--- config.mk ---
export PLATFORM = sky130hd
export DESIGN_NAME = uart_frame_parser
export DESIGN_NICKNAME = d
export VERILOG_FILES = /design/src/rtl/uart_frame_pkg.sv /design/src/rtl/uart_frame_parser_timer.sv /design/src/rtl/uart_frame_parser.sv
export SDC_FILE = /design/constraint.sdc
export NUM_CORES = 1
export LEC_CHECK = 0
export ABC_CLOCK_PERIOD_IN_PS = 6200
export CAP_MARGIN = 20
export CORE_UTILIZATION = 45
export CTS_CLUSTER_SIZE = 8
export DETAILED_ROUTE_END_ITERATION = 12
export GPL_ROUTABILITY_DRIVEN = 0
export PLACE_DENSITY = 0.74
export SLEW_MARGIN = 5
export SYNTH_ARGS = -nofsm -noshare
export SYNTH_HDL_FRONTEND = slang
export SYNTH_SLANG_ARGS = --single-unit
--- constraint.sdc ---
create_clock -name clk -period 6.2 [get_ports clk]
set_input_delay 0.93 -clock clk [delete_from_list [all_inputs] [get_ports clk]]
set_output_delay 0.93 -clock clk [all_outputs]
set_load 0.01 [all_outputs]
--- src/rtl/uart_frame_pkg.sv ---
// Shared constants and enums for the UART command framer.
package uart_frame_pkg;

  localparam logic [7:0] SYNC_BYTE = 8'hA5;

  typedef enum logic [2:0] {
    IDLE,
    CMD,
    LEN,
    PAYLOAD,
    CHK
  } frame_state_t;

  // Prefixed so the literals do not collide with the state names.
  typedef enum logic [1:0] {
    ERR_NONE = 2'b00,
    ERR_LEN  = 2'b01,
    ERR_CHK  = 2'b10,
    ERR_TMO  = 2'b11
  } frame_err_t;

endpackage

--- src/rtl/uart_frame_parser_timer.sv ---
// Inter-byte idle timer: counts while enabled, clears on every byte, saturates.
module uart_idle_timer #(
  parameter int TIMEOUT_CLKS = 21700
) (
  input  logic clk,
  input  logic rst_n,
  input  logic i_En,
  input  logic i_Clr,
  output logic o_Expired
);

  localparam int CW = $clog2(TIMEOUT_CLKS + 1);
  localparam logic [CW-1:0] LAST_COUNT = CW'(TIMEOUT_CLKS - 1);
  localparam logic [CW-1:0] TERM_COUNT = CW'(TIMEOUT_CLKS);

  logic [CW-1:0] count_reg;

  always_ff @(posedge clk) begin
    if (!rst_n || !i_En || i_Clr) begin
      count_reg <= '0;
    end else if (count_reg != TERM_COUNT) begin
      count_reg <= count_reg + CW'(1);
    end
  end

  // Flags the edge on which the count would reach TIMEOUT_CLKS; a byte that cycle wins.
  assign o_Expired = i_En && !i_Clr && (count_reg == LAST_COUNT);

endmodule

--- src/rtl/uart_frame_parser.sv ---
// Sync-delimited frame assembler behind UART_Rx: length, XOR checksum and
// inter-byte timeout checks, with registered single-cycle frame/error reporting.
module uart_frame_parser
  import uart_frame_pkg::*;
#(
  parameter int MAX_PAYLOAD  = 16,
  parameter int TIMEOUT_CLKS = 21700,
  localparam int LW = $clog2(MAX_PAYLOAD + 1)
) (
  input  logic                     clk,
  input  logic                     rst_n,
  input  logic                     i_RX_DV,
  input  logic [7:0]               i_RX_Byte,
  output logic                     o_Frame_DV,
  output logic [7:0]               o_Cmd,
  output logic [LW-1:0]            o_Len,
  output logic [MAX_PAYLOAD*8-1:0] o_Payload,
  output logic                     o_Err,
  output logic [1:0]               o_Err_Code,
  output logic                     o_Busy
);

  frame_state_t             state_reg;
  logic [7:0]               cmd_reg;
  logic [7:0]               len_reg;
  logic [7:0]               chk_reg;
  logic [LW-1:0]            cnt_reg;
  logic [MAX_PAYLOAD*8-1:0] buf_flat;
  logic                     expired;
  logic                     sync_accept;
  logic                     store;

  assign sync_accept = i_RX_DV && (state_reg == IDLE) && (i_RX_Byte == SYNC_BYTE);
  assign store       = i_RX_DV && (state_reg == PAYLOAD);
  assign o_Busy      = (state_reg != IDLE);

  uart_idle_timer #(
    .TIMEOUT_CLKS(TIMEOUT_CLKS)
  ) u_idle_timer (
    .clk      (clk),
    .rst_n    (rst_n),
    .i_En     (state_reg != IDLE),
    .i_Clr    (i_RX_DV),
    .o_Expired(expired)
  );

  // Working buffer is wiped on each SYNC so unused bytes always read as zero.
  genvar gi;
  generate
    for (gi = 0; gi < MAX_PAYLOAD; gi++) begin : g_buf
      logic [7:0] byte_reg;
      always_ff @(posedge clk) begin
        if (!rst_n || sync_accept) begin
          byte_reg <= '0;
        end else if (store && (cnt_reg == LW'(gi))) begin
          byte_reg <= i_RX_Byte;
        end
      end
      assign buf_flat[8*gi +: 8] = byte_reg;
    end
  endgenerate

  always_ff @(posedge clk) begin
    if (!rst_n) begin
      state_reg  <= IDLE;
      cmd_reg    <= '0;
      len_reg    <= '0;
      chk_reg    <= '0;
      cnt_reg    <= '0;
      o_Frame_DV <= 1'b0;
      o_Err      <= 1'b0;
      o_Err_Code <= ERR_NONE;
      o_Cmd      <= '0;
      o_Len      <= '0;
      o_Payload  <= '0;
    end else begin
      o_Frame_DV <= 1'b0;
      o_Err      <= 1'b0;
      if (expired) begin
        o_Err      <= 1'b1;
        o_Err_Code <= ERR_TMO;
        state_reg  <= IDLE;
      end else if (i_RX_DV) begin
        case (state_reg)
          IDLE: begin
            if (i_RX_Byte == SYNC_BYTE) begin
              state_reg <= CMD;
              cmd_reg   <= '0;
              len_reg   <= '0;
              chk_reg   <= '0;
              cnt_reg   <= '0;
            end
          end
          CMD: begin
            cmd_reg   <= i_RX_Byte;
            chk_reg   <= chk_reg ^ i_RX_Byte;
            state_reg <= LEN;
          end
          LEN: begin
            len_reg <= i_RX_Byte;
            chk_reg <= chk_reg ^ i_RX_Byte;
            if (i_RX_Byte > 8'(MAX_PAYLOAD)) begin
              o_Err      <= 1'b1;
              o_Err_Code <= ERR_LEN;
              state_reg  <= IDLE;
            end else if (i_RX_Byte == 8'd0) begin
              state_reg <= CHK;
            end else begin
              state_reg <= PAYLOAD;
            end
          end
          PAYLOAD: begin
            cnt_reg <= cnt_reg + LW'(1);
            chk_reg <= chk_reg ^ i_RX_Byte;
            if ((8'(cnt_reg) + 8'd1) == len_reg) begin
              state_reg <= CHK;
            end
          end
          CHK: begin
            if (i_RX_Byte == chk_reg) begin
              o_Frame_DV <= 1'b1;
              o_Cmd      <= cmd_reg;
              o_Len      <= LW'(len_reg);
              o_Payload  <= buf_flat;
            end else begin
              o_Err      <= 1'b1;
              o_Err_Code <= ERR_CHK;
            end
            state_reg <= IDLE;
          end
          default: state_reg <= IDLE;
        endcase
      end
    end
  end

endmodule

==> results of run 1 <==
synth_stat cells, types with 2 or more instances:
cell type | n | share of area, %
and3_1 | 2 | 0.10
xnor2_1 | 7 | 0.49
and4b_1 | 3 | 0.24
inv_1 | 11 | 0.33
a21boi_0 | 60 | 3.6
and4bb_2 | 2 | 0.20
mux2i_1 | 123 | 9.9
a221oi_1 | 2 | 0.14
and2_1 | 3 | 0.15
nor4_1 | 4 | 0.20
o21ai_0 | 12 | 0.48
nand2b_1 | 4 | 0.20
and4_1 | 2 | 0.14
a21oi_1 | 14 | 0.57
clkbuf_1 | 56 | 1.7
nand3b_1 | 10 | 0.61
nand3_1 | 36 | 1.5
nor3b_1 | 2 | 0.12
a32o_1 | 5 | 0.40
nor3_1 | 11 | 0.44
xor2_1 | 20 | 1.4
buf_2 | 32 | 1.3
nor2_2 | 9 | 0.45
ha_1 | 7 | 0.71
nand4_1 | 4 | 0.20
o21a_1 | 4 | 0.24
o311ai_0 | 8 | 0.57
buf_4 | 10 | 0.61
o21ai_1 | 2 | 0.081
a21boi_1 | 90 | 5.5
nor2_1 | 157 | 4.8
a31oi_1 | 2 | 0.10
nand2_1 | 318 | 9.6
dfxtp_1 | 320 | 52
o31a_1 | 2 | 0.14
or3_1 | 8 | 0.40
buf_1 | 3 | 0.091
metal layers:
metal	part of all wire [%]	routed length [µm]	up-vias	global-route usage (%)
li1	-	-	4761	-
met1	44	13300	4635	27.7
met2	50	15000	235	37.0
met3	4.3	1310	49	2.63
met4	2.0	604	0	7.78
met5	0	0	-	0
stage by stage:
step	setup WS, ps	std cells	power, mW
after floorplan	3810	1374	2.22
after global placement	2260	1785	2.27
after detailed placement	2190	1785	2.27
after CTS	2710	1833	4.38
after global routing	2490	1833	4.49
final	2680	1833	4.35
logic make-up after synthesis:
| family | synth area share (%) |
|---|---|
| flip-flops | 51.7 |
| XOR/XNOR | 1.91 |
| AND/OR/NAND/NOR | 19.8 |
| multiplexers | 9.93 |
| AO/OA/AOI/OAI | 12.0 |
| buffers and inverters | 4.06 |
| adder cells (fa/ha/maj) | 0.707 |
power by group through the flow:
stage | logic [mW] | clock network [mW] | registers (mW)
after floorplan | 0.101 | 0 | 2.12
after global placement | 0.144 | 0 | 2.12
after detailed placement | 0.145 | 0 | 2.12
after CTS | 0.146 | 2.16 | 2.08
after global routing | 0.159 | 2.25 | 2.08
final | 0.147 | 2.12 | 2.08
final timing paths:
check                                to  slack [ps]  depth (start not counted)
setup reg to reg  g_buf[13].byte_reg[6]        3420                          5
hold reg to reg           o_Payload[17]         450                          2
hold / removal            o_Payload[17]         450                          2
setup / recovery          o_Payload[32]        2680                          8
placed cells by master, fill, tap and decap left out, drive strengths merged, types with 2 or more instances in the layout:
master / netlist / layout
nand4: 4 / 4
xnor2: 7 / 7
a221oi: 2 / 2
o21a: 4 / 4
and4: 2 / 2
inv: 11 / 12
xor2: 20 / 20
a21boi: 150 / 150
clkdlybuf4s50: 0 / 155
o31a: 2 / 2
and2: 3 / 3
a21oi: 14 / 14
nor4: 5 / 5
o21ai: 14 / 14
a32o: 5 / 5
and4b: 3 / 3
nor3b: 3 / 3
or3: 8 / 8
o311ai: 8 / 8
nor3: 11 / 11
nand3b: 10 / 10
nor2: 166 / 166
and4bb: 2 / 2
and3: 2 / 2
mux2i: 123 / 123
dfxtp: 320 / 320
clkbuf: 57 / 47
nand2b: 4 / 4
buf: 45 / 17
nand2: 318 / 318
ha: 7 / 7
a31oi: 2 / 2
nand3: 36 / 36
area by class of cell:
cell class,count,area share [%]
multi-input combinational,941,36.1
clock inverter,1,0.0575
inverter,11,0.271
sequential,320,42.0
clock buffer,47,7.72
timing repair buffer,172,11.0
tap,341,2.80
worst min-delay path: stages (launching register included):
cell and delay (ps):
dfxtp_1 300, nand2_1 50, a21boi_1 50
==> flow_summary_export.csv, run 1 <==
group,metric,value,unit
pwr,power_frac_comb,3.4,%
sta,fin_crit,3520,ps
sta,timing.fmax,284,MHz
flow_run,drv_cap,0,
die,start_util,46.0,%
pwr,p_seq_share,47.9,%
layout,fin_util,56.5,%
layout,post-route-cell-area,15200,µm²
layout,layout-drive-gt1-share,5.43,%
sta,rsz0062_at_grt,"false",
detailed_routing,wl_per_cell,16.5,µm
placement,dp_hpwl,18.8,mm
pwr,p_sw_share,21.0,%
detailed_routing,drc,0,
global_routing,grt_max_degree,74,
synthesis,synth_seq_cells,320,
setup_path,required,6640,ps
cts,clk_pin_slew,50,ps
synthesis,ys_seq_area_share,51.7,%
layout,final_nets,1509,
detailed_routing,avgViaCountPerCell,5.28,
setup_path,cp_common_cell,"buf_4",
sta,fin_hold_ws,447,ps
sta,worst_pin_slew,873,ps
global_routing,grt_remaining_overflow,0,
synthesis,ys.flop_type,"dfxtp_1",
sta,tns,0,ps
sta,setup_viol,0,
setup_path,path_cells,"clkdlybuf4s50_1 -> buf_4 -> xor2_1 -> nor2_1 -> and4_4 -> buf_4 -> nand2_1 -> a21boi_1",
sta,slew_headroom,41.6,%
die,die_area,28200,µm²
pwr,power_density,285,nW/µm²
layout,nFillCells,2350,
cts,cts.sinks,320,
synthesis,synth.avg_cell_area,9.02,µm²
setup_path,cp_top_family,"buffers and inverters",
synthesis,synthCells,1374,
setup_path,start_kind,"input port",
synthesis,ys_warn_count,0,
setup_path,crit_arrival,3970,ps
cts,cts_resized,0,
global_routing,antenna_found_initial,0,
global_routing,track_usage,21.5,%
setup_path,path_buf_inv,3,
detailed_routing,wirelength,30.2,mm
cts,clockRootBuffer,"clkbuf_16",
hold_path,hp-start,"o_Payload[17]",
synthesis,syn_area,12400,µm²
detailed_routing,drt-initial-drc-count,597,
synthesis,syn_nets,1392,
cts,insertion_delay,520,ps
die,die_h,168,µm
cts,h-tree-depth,2,
setup_path,crit_path_max_fanout,59,
pwr,clockPowerShare,48.7,%
layout,antenna_cells,0,
detailed_routing,vias,9680,
die,num_rows,60,
layout,areaGrowthSynthToFinish,22.9,%
sta,slew_violations,0,
detailed_routing,firstDrtPassIters,5,
setup_path,crit_path_end_kind,"flip-flop",
detailed_routing,postRouteAntennaNets,0,
global_routing,grt_pass1_wl,49.1,mm
cts,numCtsBuffers,45,
die,die_w,168,µm
layout,multi_input_area,5500,µm²
sta,finClkSkew,19.7,ps
die,io_pins,157,
cts,cts_hold_buffers,0,
synthesis,synth.distinct_cells,46,
hold_path,hp-class,"flip-flop to flip-flop",
pwr,cell_internal_pwr,3.44,mW
global_routing,grt_pass1_vias,9335,
setup_path,slowest_stage,"clkdlybuf4s50_1",
synthesis,postSynth.asyncResetShare,0,%
cts,cts_setup_buffers,0,
die,core-area,27000,µm²
cts,cts_tree,"yes",
setup_path,cp-startpoint,"i_RX_Byte[1]",
sta,hold_viol_final,0,
synthesis,synth-edff-count,0,
layout,regArea,6410,µm²
pwr,p_leak,5.46,nW
setup_path,setup.worst_path.class,"input port to flip-flop",
pwr,peakVddDrop,0.000244,V
setup_path,rr_startpoint,"state_reg[1]",
run_status,outcome,"completed",
setup_path,cp_slowest_stage_delay,900,ps
sta,min_period_over_period,56.8,%
placement,dpl_cell_area,14100,µm²
pwr,switching_power,912,µW
cts,cts.path.max_buffers,3,
placement,portBuffers,156,
(Power assumes the default switching activity.)
==> run 2, diff against run 1 <==
- ABC_CLOCK_PERIOD_IN_PS: 6200 -> 2850
- PLACE_DENSITY: 0.74 -> 0.77
- clock period: 6.2 -> 2.85 ns (I/O delays scaled with it)
==> run 2 against run 1 <==
Net effect:
- non-clock buffer count up 21
- worst hold slack worse by 100 ps
- first-iteration DRC count shrank 6.7%
- largest power group unchanged
- routed wire length up 2.1%
- highest routed layer unchanged
==> flow_summary_export.csv, run 2 (synthesis results as in run 1) <==
group,metric,value,unit
setup_path,start_kind,"flip-flop",
setup_path,regToRegSetupSlack,370,ps
setup_path,cp_slowest_stage_delay,730,ps
cts,cts_resized,0,
detailed_routing,wl_per_cell,16.6,µm
sta,worst_pin_slew,704,ps
sta,rsz0062_at_grt,"false",
pwr,peakVddDrop,0.000370,V
setup_path,path_buf_inv,2,
sta,finClkSkew,23.0,ps
die,die_w,168,µm
cts,cts.path.max_buffers,3,
setup_path,cp_top_family,"buffers and inverters",
pwr,cell_internal_pwr,7.49,mW
die,die_area,28200,µm²
cts,clockRootBuffer,"clkbuf_16",
sta,fin_crit,2680,ps
detailed_routing,avgViaCountPerCell,5.32,
sta,timing.fmax,373,MHz
global_routing,antenna_found_initial,0,
setup_path,required,2420,ps
detailed_routing,wirelength,30.8,mm
pwr,clockPowerShare,48.7,%
global_routing,grt_pass1_vias,9402,
die,start_util,46.0,%
setup_path,crit_path_max_fanout,21,
cts,clk_pin_slew,50,ps
cts,cts_setup_buffers,0,
placement,dp_hpwl,19.5,mm
global_routing,grt_max_degree,88,
run_status,outcome,"completed",
layout,final_nets,1530,
global_routing,grt_pass1_wl,49.4,mm
pwr,power_density,614,nW/µm²
pwr,p_seq_share,47.8,%
detailed_routing,firstDrtPassIters,5,
detailed_routing,vias,9869,
die,io_pins,157,
layout,areaGrowthSynthToFinish,24.6,%
setup_path,slowest_stage,"dfxtp_1",
setup_path,crit_arrival,2260,ps
detailed_routing,drc,0,
placement,portBuffers,156,
cts,cts.sinks,320,
setup_path,path_cells,"nor3_1 -> inv_1 -> clkdlybuf4s50_1",
pwr,p_leak,5.58,nW
die,die_h,168,µm
cts,h-tree-depth,2,
pwr,p_sw_share,21.1,%
layout,antenna_cells,0,
placement,dp_cells,1806,
setup_path,setup.worst_path.class,"flip-flop to primary output",
setup_path,crit_path_end_kind,"primary output",
die,num_rows,60,
sta,slew_violations,0,
cts,numCtsBuffers,45,
hold_path,hp-class,"input port to flip-flop",
cts,insertion_delay,530,ps
sta,tns,0,ps
cts,cts_hold_buffers,0,
sta,min_period_over_period,94.2,%
detailed_routing,drt-initial-drc-count,557,
detailed_routing,postRouteAntennaNets,0,
sta,setup_viol,0,
layout,final_cell_mix,"320 x dfxtp_1, 318 x nand2_1, 157 x nor2_1",
layout,stdcell_count,1854,
global_routing,grt_remaining_overflow,0,
sta,slew_headroom,53.1,%
global_routing,track_usage,21.7,%
layout,layout_commonest_cell,"dfxtp_1",
flow_run,drv_cap,0,
pwr,power_frac_comb,3.5,%
sta,hold_viol_final,0,
pwr,switching_power,2.00,mW
cts,cts_tree,"yes",
layout,layout-drive-gt1-share,6.74,%
die,core-area,27000,µm²
==> run 2: changes by cell type in the layout (fill, tap and decap cells not counted), sizes merged <==
cell	delta
buf	+21
==> run 2: cell type report <==
type / instances / area [µm²]
Fill cell: 2289 / 11500
Sequential cell: 320 / 6410
Multi-Input combinational cell: 941 / 5500
Timing Repair Buffer: 193 / 1890
Clock buffer: 47 / 1180
Tap cell: 341 / 427
Inverter: 11 / 41.3
Clock inverter: 1 / 8.76
==> run 2: path summary, 6_finish.rpt <==
| path | end | cells past startpoint | startpoint |
|---|---|---|---|
| max | o_Busy | 3 | state_reg[2] |
| min | o_Frame_DV | 3 | rst_n |
| max reg2reg | g_buf[7].byte_reg[1] | 5 | state_reg[1] |
| min reg2reg | o_Payload[92] | 2 | g_buf[11].byte_reg[4] |
==> run 2: metrics by stage <==
step	hold slack (ps)	cell area [µm²]	total power [mW]	util [%]	worst slack, ps
floorplan	430	12400	4.82	-	814
global placement	436	14300	4.94	52.9	308
detailed placement	442	14300	4.95	52.9	280
CTS	335	15400	9.55	57.3	211
global route	380	15400	9.78	57.3	132
finish	345	15400	9.49	57.3	167
==> run 2: worst min-delay path: cells and delay by family <==
family | cells | cell delay, ps
buf+inv | 1 | 120
simple gates | 2 | 280
==> run 2: metal layers <==
metal | part of all wire (%) | track usage [%] | vias up
met2 | 49 | 37.2 | 279
met3 | 4.2 | 3.15 | 61
met5 | 0 | 0 | -
met1 | 45 | 28.0 | 4711
li1 | - | - | 4818
met4 | 2.0 | 6.94 | 0
==> run 2: power groups by stage <==
stage                     Combinational (mW)  Sequential, mW  Clock, mW
after floorplan                        0.220            4.60          0
after detailed placement               0.333            4.62          0
after global placement                 0.327            4.62          0
after CTS                              0.336            4.53       4.69
final                                  0.336            4.53       4.62
after global routing                   0.360            4.53       4.89
